**src/rtl/qsn_pkg.sv**
```systemverilog
`default_nettype none
// ============================================================================
//  Package     : qsn_pkg
//  Description : Shared constants and the shift-to-select reference function
//                for the QSN merge stage.
//  Revision    : 1.0 - initial release
// ============================================================================
package qsn_pkg;

  localparam int DEF_Z     = 15;
  localparam int DEF_MSG_W = 4;
  localparam int MIN_Z     = 2;
  localparam int MAX_Z     = 64;
  localparam int SEL_MAX_W = MAX_Z - 1;

  // Lane k of a packed vector starts at bit k*w.
  function automatic int lane_lo(input int k, input int w);
    return k * w;
  endfunction

  // Bit i is set iff i < effective shift; out-of-range shifts select nothing.
  function automatic logic [SEL_MAX_W-1:0] sel_vec(input int shift, input int z);
    logic [SEL_MAX_W-1:0] v;
    int                   eff;
    eff = (shift < z) ? shift : 0;
    v   = '0;
    for (int i = 0; i < SEL_MAX_W; i++) begin
      v[i] = (i < z - 1) && (i < eff);
    end
    return v;
  endfunction

endpackage
`default_nettype wire

```
**src/rtl/qsn_merge_pipe_if.sv**
```systemverilog
`default_nettype none
// ============================================================================
//  Interface   : qsn_merge_pipe_if
//  Description : Upstream and downstream handshake bundle of the QSN merge stage.
//  Revision    : 1.0 - initial release
// ============================================================================
interface qsn_merge_pipe_if
  import qsn_pkg::*;
#(
  parameter int Z       = DEF_Z,
  parameter int MSG_W   = DEF_MSG_W,
  parameter int SHIFT_W = $clog2(Z),
  parameter int TAG_W   = 4
);

  logic                   in_valid;
  logic                   in_ready;
  logic [(Z-1)*MSG_W-1:0] left_in;
  logic [Z*MSG_W-1:0]     right_in;
  logic [SHIFT_W-1:0]     shift;
  logic [TAG_W-1:0]       tag_in;
  logic                   out_valid;
  logic                   out_ready;
  logic [Z*MSG_W-1:0]     sw_out;
  logic [TAG_W-1:0]       tag_out;
  logic                   shift_err;

  // Pipeline side.
  modport slave (
    input  in_valid, left_in, right_in, shift, tag_in, out_ready,
    output in_ready, out_valid, sw_out, tag_out, shift_err
  );

  // Producer / consumer side.
  modport master (
    output in_valid, left_in, right_in, shift, tag_in, out_ready,
    input  in_ready, out_valid, sw_out, tag_out, shift_err
  );

endinterface
`default_nettype wire

```
**src/rtl/qsn_merge_sel_dec.sv**
```systemverilog
`default_nettype none
// ============================================================================
//  Module      : qsn_merge_sel_dec
//  Description : Shift factor to thermometer lane-select decoder with range check.
//  Revision    : 1.0 - initial release
// ============================================================================
module qsn_merge_sel_dec
  import qsn_pkg::*;
#(
  parameter int Z       = DEF_Z,
  parameter int SHIFT_W = $clog2(Z)
) (
  input  logic [SHIFT_W-1:0] shift_i,
  output logic [Z-2:0]       sel_o,
  output logic               err_o
);

  int w_shift;
  int w_eff;

  always_comb begin
    w_shift = int'(shift_i);
    err_o   = (w_shift >= Z);
    // An illegal shift degrades to shift 0 so the lanes stay well-defined.
    w_eff   = err_o ? 0 : w_shift;
    sel_o   = '0;
    for (int i = 0; i < Z - 1; i++) begin
      sel_o[i] = (i < w_eff);
    end
  end

endmodule
`default_nettype wire

```
**src/rtl/qsn_merge_pipe.sv**
```systemverilog
`default_nettype none
// ============================================================================
//  Module      : qsn_merge_pipe
//  Description : Two-stage valid/ready merge of left (Z-1) and right (Z) QSN lanes.
//  Revision    : 1.0 - initial release
// ============================================================================
module qsn_merge_pipe
  import qsn_pkg::*;
#(
  parameter int Z       = DEF_Z,
  parameter int MSG_W   = DEF_MSG_W,
  parameter int SHIFT_W = $clog2(Z),
  parameter int TAG_W   = 4
) (
  input  logic                 sys_clk,
  input  logic                 rstn,
  qsn_merge_pipe_if.slave      bus
);

  localparam int LW = (Z - 1) * MSG_W;
  localparam int ZW = Z * MSG_W;

  logic [LW-1:0]    left_q;
  logic [ZW-1:0]    right_q;
  logic [Z-2:0]     sel_q;
  logic [TAG_W-1:0] tag1_q;
  logic             err1_q;
  logic             s1_valid_q, s1_valid_d;

  logic [ZW-1:0]    sw_q;
  logic [TAG_W-1:0] tag2_q;
  logic             err2_q;
  logic             s2_valid_q, s2_valid_d;

  logic [Z-2:0]     w_sel;
  logic             w_err;
  logic [ZW-1:0]    w_merged;
  logic             w_s1_en;
  logic             w_s2_en;

  qsn_merge_sel_dec #(
    .Z       (Z),
    .SHIFT_W (SHIFT_W)
  ) u_sel_dec (
    .shift_i (bus.shift),
    .sel_o   (w_sel),
    .err_o   (w_err)
  );

  // A full stage may refill in the same cycle its successor drains it.
  always_comb begin
    w_s2_en    = ~s2_valid_q | bus.out_ready;
    w_s1_en    = ~s1_valid_q | w_s2_en;
    s1_valid_d = bus.in_valid & w_s1_en;
    s2_valid_d = s1_valid_q;
  end

  generate
    for (genvar i = 0; i < Z - 1; i++) begin : g_lane
      localparam int LO_L = lane_lo(i, MSG_W);
      localparam int LO_R = lane_lo(Z - 1 - i, MSG_W);
      assign w_merged[LO_L +: MSG_W] = sel_q[i] ? left_q[LO_L +: MSG_W]
                                                : right_q[LO_R +: MSG_W];
    end : g_lane
  endgenerate

  assign w_merged[(Z-1)*MSG_W +: MSG_W] = right_q[0 +: MSG_W];

  always_ff @(posedge sys_clk or negedge rstn) begin
    if (!rstn) begin
      left_q     <= '0;
      right_q    <= '0;
      sel_q      <= '0;
      tag1_q     <= '0;
      err1_q     <= 1'b0;
      s1_valid_q <= 1'b0;
      sw_q       <= '0;
      tag2_q     <= '0;
      err2_q     <= 1'b0;
      s2_valid_q <= 1'b0;
    end else begin
      if (w_s1_en) begin
        left_q     <= bus.left_in;
        right_q    <= bus.right_in;
        sel_q      <= w_sel;
        tag1_q     <= bus.tag_in;
        err1_q     <= w_err;
        s1_valid_q <= s1_valid_d;
      end
      if (w_s2_en) begin
        sw_q       <= w_merged;
        tag2_q     <= tag1_q;
        err2_q     <= err1_q;
        s2_valid_q <= s2_valid_d;
      end
    end
  end

  assign bus.in_ready  = w_s1_en;
  assign bus.out_valid = s2_valid_q;
  assign bus.sw_out    = sw_q;
  assign bus.tag_out   = tag2_q;
  assign bus.shift_err = err2_q;

endmodule
`default_nettype wire
```
**src/flat_wrapper.sv**
```systemverilog
// flat-port wrapper written by rule: the top's interface ports become plain ports
module qsn_merge_pipe_flat import qsn_pkg::*;
#(
  parameter int Z       = DEF_Z,
  parameter int MSG_W   = DEF_MSG_W,
  parameter int SHIFT_W = $clog2(Z),
  parameter int TAG_W   = 4
)
  (sys_clk, rstn, bus_in_valid, bus_left_in, bus_right_in, bus_shift, bus_tag_in, bus_out_ready, bus_in_ready, bus_out_valid, bus_sw_out, bus_tag_out, bus_shift_err);
  qsn_merge_pipe_if #(.Z(Z), .MSG_W(MSG_W), .SHIFT_W(SHIFT_W), .TAG_W(TAG_W)) bus_i ();
  input  logic sys_clk;
  input  logic rstn;
  input wire logic [$bits(bus_i.in_valid)-1:0] bus_in_valid;
  input wire logic [$bits(bus_i.left_in)-1:0] bus_left_in;
  input wire logic [$bits(bus_i.right_in)-1:0] bus_right_in;
  input wire logic [$bits(bus_i.shift)-1:0] bus_shift;
  input wire logic [$bits(bus_i.tag_in)-1:0] bus_tag_in;
  input wire logic [$bits(bus_i.out_ready)-1:0] bus_out_ready;
  output wire logic [$bits(bus_i.in_ready)-1:0] bus_in_ready;
  output wire logic [$bits(bus_i.out_valid)-1:0] bus_out_valid;
  output wire logic [$bits(bus_i.sw_out)-1:0] bus_sw_out;
  output wire logic [$bits(bus_i.tag_out)-1:0] bus_tag_out;
  output wire logic [$bits(bus_i.shift_err)-1:0] bus_shift_err;
  assign bus_i.in_valid = bus_in_valid;
  assign bus_i.left_in = bus_left_in;
  assign bus_i.right_in = bus_right_in;
  assign bus_i.shift = bus_shift;
  assign bus_i.tag_in = bus_tag_in;
  assign bus_i.out_ready = bus_out_ready;
  assign bus_in_ready = bus_i.in_ready;
  assign bus_out_valid = bus_i.out_valid;
  assign bus_sw_out = bus_i.sw_out;
  assign bus_tag_out = bus_i.tag_out;
  assign bus_shift_err = bus_i.shift_err;
  qsn_merge_pipe #(.Z(Z), .MSG_W(MSG_W), .SHIFT_W(SHIFT_W), .TAG_W(TAG_W)) u_core (.sys_clk(sys_clk), .rstn(rstn), .bus(bus_i));
endmodule
```
**config.mk**
```make
export PLATFORM = sky130hd
export DESIGN_NAME = qsn_merge_pipe_flat
export DESIGN_NICKNAME = d
export VERILOG_FILES = /design/src/rtl/qsn_pkg.sv /design/src/rtl/qsn_merge_pipe_if.sv /design/src/rtl/qsn_merge_sel_dec.sv /design/src/rtl/qsn_merge_pipe.sv /design/src/flat_wrapper.sv
export SDC_FILE = /design/constraint.sdc
export NUM_CORES = 1
export LEC_CHECK = 0
export BUFFER_PORTS_ARGS = -buffer_cell sky130_fd_sc_hd__buf_2
export CAP_MARGIN = 25
export CORE_MARGIN = 4
export CORE_UTILIZATION = 45
export DETAILED_ROUTE_END_ITERATION = 8
export PLACE_DENSITY_LB_ADDON = 0.05
export REMOVE_ABC_BUFFERS = 1
export SLEW_MARGIN = 15
export SYNTH_ARGS = -nofsm -noshare
export SYNTH_HDL_FRONTEND = slang
export SYNTH_SLANG_ARGS = --single-unit
```
**constraint.sdc**
```tcl
create_clock -name sys_clk -period 1.52 [get_ports sys_clk]
set_input_delay 0.304 -clock sys_clk [delete_from_list [all_inputs] [get_ports sys_clk]]
set_output_delay 0.304 -clock sys_clk [all_outputs]
set_load 0.02 [all_outputs]
```
After elaboration in Yosys (flattened, before gate mapping) --
Cells that the tools add are included.
Storage, ports and cells: flip-flop bits (word level) 202, input bits 128, output and inout bits 67, logic and storage cells 45
Cells by class: $lt $le $gt $ge 15, muxes and demuxes 15, bitwise logic cells 5
Operator list (number):
- $mux 4 | 15
- $lt 4x4->1 const A | 6
- $lt 3x4->1 const A | 4
- $lt 1x4->1 const A | 2
- $lt 2x4->1 const A | 2
- $ge 4x4->1 const B | 1
- $not 1->1 | 2
- $or 1x1->1 | 2
- $and 1x1->1 | 1

Longest topological paths before layout --
depth in word-level cells 4, depth in mapped cells 7, gate-level depth less buffers 4

Hierarchy --
From an unflattened synthesis, not the netlist that was laid out.
Unflattened totals: cell total of the unflattened synthesis 517, area, all modules 9024.9 um^2
By module, submodules not included:
- qsn_merge_pipe | times used 1, cells each 484, area each 8808.4 um^2, seq. area each 5054.8 um^2
- qsn_merge_sel_dec | times used 1, cells each 33, area each 216.5 um^2, seq. area each 0.0 um^2

Worst setup path after synthesis --
Ideal clock, no wire load.
path kind register to register, from register u_core.s2_valid_q (netlist: u_core.bus.out_valid), to register u_core.err2_q (netlist: u_core.bus.shift_err), setup time 0.125 ns, arrival time 1.284 ns, data required time 1.395 ns, setup slack 0.111 ns, stages on the path, launching flop included 5, buffers on the path 2, clock period less this slack 1.409 ns, path through dfrtp_1 -> nor2b_2 -> buf_4 -> buf_6 -> mux2_2
On the way: word-level cells in the longest chain between the ends 2
Ends and longest elaborated chain:
- start: declaration | line qsn_merge_pipe.sv:33 | logic s2_valid_q, s2_valid_d;
- start signal: assignment | line qsn_merge_pipe.sv:94 | s2_valid_q <= s2_valid_d;
- $not 1->1 | line qsn_merge_pipe.sv:52 | w_s2_en = ~s2_valid_q | bus.out_ready;
- $or 1x1->1 | line qsn_merge_pipe.sv:52
- end signal: assignment | line qsn_merge_pipe.sv:93 | err2_q <= err1_q;
- end: declaration | line qsn_merge_pipe.sv:32 | logic err2_q;
Every way passes these cells. A chain may end at the register's enable or synchronous reset.

Worst setup path after layout --
from register u_core.s1_valid_q, to output port bus_in_ready
On the way: word-level cells in the longest chain between the ends 2
Ends and longest elaborated chain:
- start: declaration | line qsn_merge_pipe.sv:28 | logic s1_valid_q, s1_valid_d;
- start signal: assignment | line qsn_merge_pipe.sv:88 | s1_valid_q <= s1_valid_d;
- $not 1->1 | line qsn_merge_pipe.sv:53 | w_s1_en = ~s1_valid_q | w_s2_en;
- $or 1x1->1 | line qsn_merge_pipe.sv:53
- end: declaration | line flat_wrapper.sv:19 | output wire logic [$bits(bus_i.in_ready)-1:0] bus_in_ready;
Every way passes these cells.

==> qor.yml <==
run_status:
  outcome: "finished, violations left"
  violations: "negative setup slack"
global_routing:
  grt_pass1_vias: 6288
  grt_pass1_wl_um: 32330
  grt_max_degree: 62
  gr-total-overflow: 0
  antenna_found_initial: 1
  track_usage: 0.1959
run:
  cap_viol_max_count: 0
placed_design:
  dp.cells: 1247
  portBuffers: 194
  dpl_cell_area_sq_mm: 0.009522
  hpwl_um: 13160
  gp_congestion: 0.7480
power:
  pwr-share-comb: 0.164
  swShare: 0.2724
  switching_power_mw: 3.954
  power.density_mw_per_mm2: 1323
  p_seq_frac: 0.448
  internal_power_mw: 10.56
  peakVddDrop_uv: 945.7
  pwr-share-clk: 0.387
  p_leak_nw: 5.733
worst_setup_path:
  critPathLaunchType: "flip-flop"
  crit_arrival_ns: 1.28
  critPathRequiredTime_ns: 1.22
  crit_family: "flip-flops"
  crit_chain: "and3b_4 > inv_12 > buf_8"
  cpPeakStageDelay_ns: 0.34
  crit_path_end_kind: "output pin"
  worst-path-buf-inv: 2
  critPathKind: "reg -> out"
  crit_path_top_delay_cell: "dfrtp_1"
  crit_fanout: 2
clocking:
  cts_made_buffers: 23
  clock_sinks: 202
  cts_tree: "done"
  clock_latency_ns: 0.50
  htreeDepth: 1
  cts_root_buf: "clkbuf_16"
  clk_path_buf_depth: 3
  path_clk_slew_ns: 0.06
logic_synthesis:
  ys_seq_area_frac: 0.6113
  synth_edf_count: 0
  synth-simple-area-share: 0.2067
  synth_adder_area_share: 0
  syn-cell-area_sq_mm: 0.008269
  ys_ff_latch: 202
  synthArstFlopShare: 1.000
  yosys_warnings: 0
  synth_top_family_by_area: "simple AND/OR/NAND/NOR gates"
  synth_compound_area_frac: 0.04857
  synth.distinct_cells: 34
  synth_cells: 856
  ys.flop_type: "dfrtp_1"
  synth.mux.area_fraction: 0.08140
  synth-xor-area-share: 0.002118
  syn_avg_cell_area_sq_um: 9.660
drt:
  via_per_inst: 4.685
  finalWirelength_um: 19830
  wl_per_cell_um: 14.66
  drc: 0
  ant_nets: 0
  drt_first_iter_violations: 204
  firstDrtPassIters: 4
  num_vias: 6339
timing:
  slew_violations: 0
  fin_skew_ns: 0.01872
  fin_setup_tns_ns: -0.06717
  final.setup.worst_slack_ns: -0.06717
  max_slew_margin: 0.7551
  layout_min_cycle_time_ns: 1.587
  rsz0062_at_grt: "true"
  setup_viol: 1
  period_share: 1.044
  tightest_slew_ns: 0.3673
  hold_viol_final: 0
  max_freq_mhz: 630.1
final_layout:
  nets: 1236
  layoutNonFillerInstCount: 1353
  final_common_cell: "nand2_1"
  drive_gt1_frac: 0.2502
  area_growth_pct: 32.65
  postLayoutCoreUtil: 0.6086
  final_cell_mix: "nand2_1 (434), dfrtp_1 (202), buf_2 (192)"
  fin_area_sq_mm: 0.01097
  nFillCells: 1574
floorplanning:
  start_util: 0.4588
  fp.dieW_um: 143.6
  fp.dieH_um: 143.6
  dieArea_sq_mm: 0.02061
  core_region_area_sq_mm: 0.01802
  rows: 49
  io_pins: 195
hold_path:
  hp-class: "in -> reg"
metrics by stage:
step | hold WS [ns] | setup slack, ns | total power [mW]
finish | 0.01335 | -0.06717 | 14.52
global route | 0.006604 | -0.1128 | 15.28
CTS | 0.0001165 | -0.08095 | 14.74
detailed placement | 0.1404 | -0.03245 | 8.884
global placement | 0.1393 | 0.008807 | 8.832
floorplan | 0.008409 | -3.191 | 7.781
flip-flops by register name, indices dropped and copies added, names as in the netlist:
| register | cells |
|---|---|
| u_core.tag1_q | 4 |
| u_core.left_q | 56 |
| u_core.bus.out_valid | 1 |
| u_core.s1_valid_q | 1 |
| u_core.sel_q | 14 |
| u_core.bus.sw_out | 60 |
| u_core.bus.shift_err | 1 |
| u_core.err1_q | 1 |
| u_core.bus.tag_out | 4 |
| u_core.right_q | 60 |
synthesized netlist by cell type, drive strengths merged (2+ instances only):
library cell | count | area share
buf | 53 | 0.045
dfrtp | 202 | 0.61
o21ai | 67 | 0.041
nand2 | 435 | 0.20
mux2i | 56 | 0.068
inv | 2 | 0.0012
o31ai | 2 | 0.0018
nor2 | 3 | 0.0014
mux2 | 10 | 0.014
nand3 | 3 | 0.0018
o21a | 2 | 0.0018
clkbuf | 8 | 0.0038
final timing paths:
| kind | end | startpoint | cells past startpoint | slack, ns |
|---|---|---|---|---|
| max reg2reg | u_core.sel_q[9] | u_core.s1_valid_q | 5 | 0.08 |
| min | u_core.right_q[54] | bus_right_in[54] | 3 | 0.01 |
| max in group asynchronous | u_core.left_q[7] | rstn | 3 | 0.79 |
| min in group asynchronous | u_core.right_q[26] | rstn | 2 | 0.20 |
| max | bus_in_ready | u_core.s1_valid_q | 3 | -0.07 |
| min reg2reg | u_core.left_q[49] | u_core.left_q[49] | 2 | 0.46 |
power groups by stage:
| stage | registers [mW] | clock network, mW | logic (mW) |
|---|---|---|---|
| after floorplan | 6.89 | 0 | 0.886 |
| after global placement | 6.59 | 0 | 2.24 |
| after detailed placement | 6.61 | 0 | 2.27 |
| after CTS | 6.52 | 5.79 | 2.44 |
| after global routing | 6.60 | 6.00 | 2.68 |
| final | 6.51 | 5.62 | 2.39 |
cell type report:
cell class / count / area (sq um) / share of cell area
Tap cell: 229 / 286.5 / 0.02612
Antenna cell: 1 / 2.502 / 0.0002281
Timing Repair Buffer: 286 / 1999 / 0.1823
Clock buffer: 29 / 638.1 / 0.05817
Inverter: 2 / 20.02 / 0.001825
Multi-Input combinational cell: 591 / 2810 / 0.2562
Clock inverter: 11 / 140.1 / 0.01278
Sequential cell: 202 / 5055 / 0.4608
Timing Repair inverter: 2 / 17.52 / 0.001597
what timing repair did:
action,in CTS,in global routing
endpoints found under the hold margin,261,1
gates cloned,2,0
resized for setup,8,1
hold buffers,60,1
endpoints found under the setup margin,1,22
pin swaps,1,1
setup buffers,3,0
routing by layer:
layer  part of all wire  track usage  wire, um
met1               0.48       0.2876      9468
met2               0.45       0.3106      8979
met3              0.050      0.03195      1001
met4              0.019      0.04262       381
met5                  0            0         0
worst register-to-register path, delay by kind of cell (launching register included):
| family | cells | cell delay, ns |
|---|---|---|
| buffers and inverters | 2 | 0.61 |
| AOI/OAI and AO/OA | 1 | 0.08 |
| and+or+nand+nor | 2 | 0.34 |
| DFF | 1 | 0.34 |
kinds of logic after synthesis:
kind of cell,count (synthesis)
buffers and inverters,63
AOI/OAI and AO/OA,75
muxes,66
xor gates and xnor gates,2
and+or+nand+nor,448
DFF,202
(Power assumes the default switching activity.)
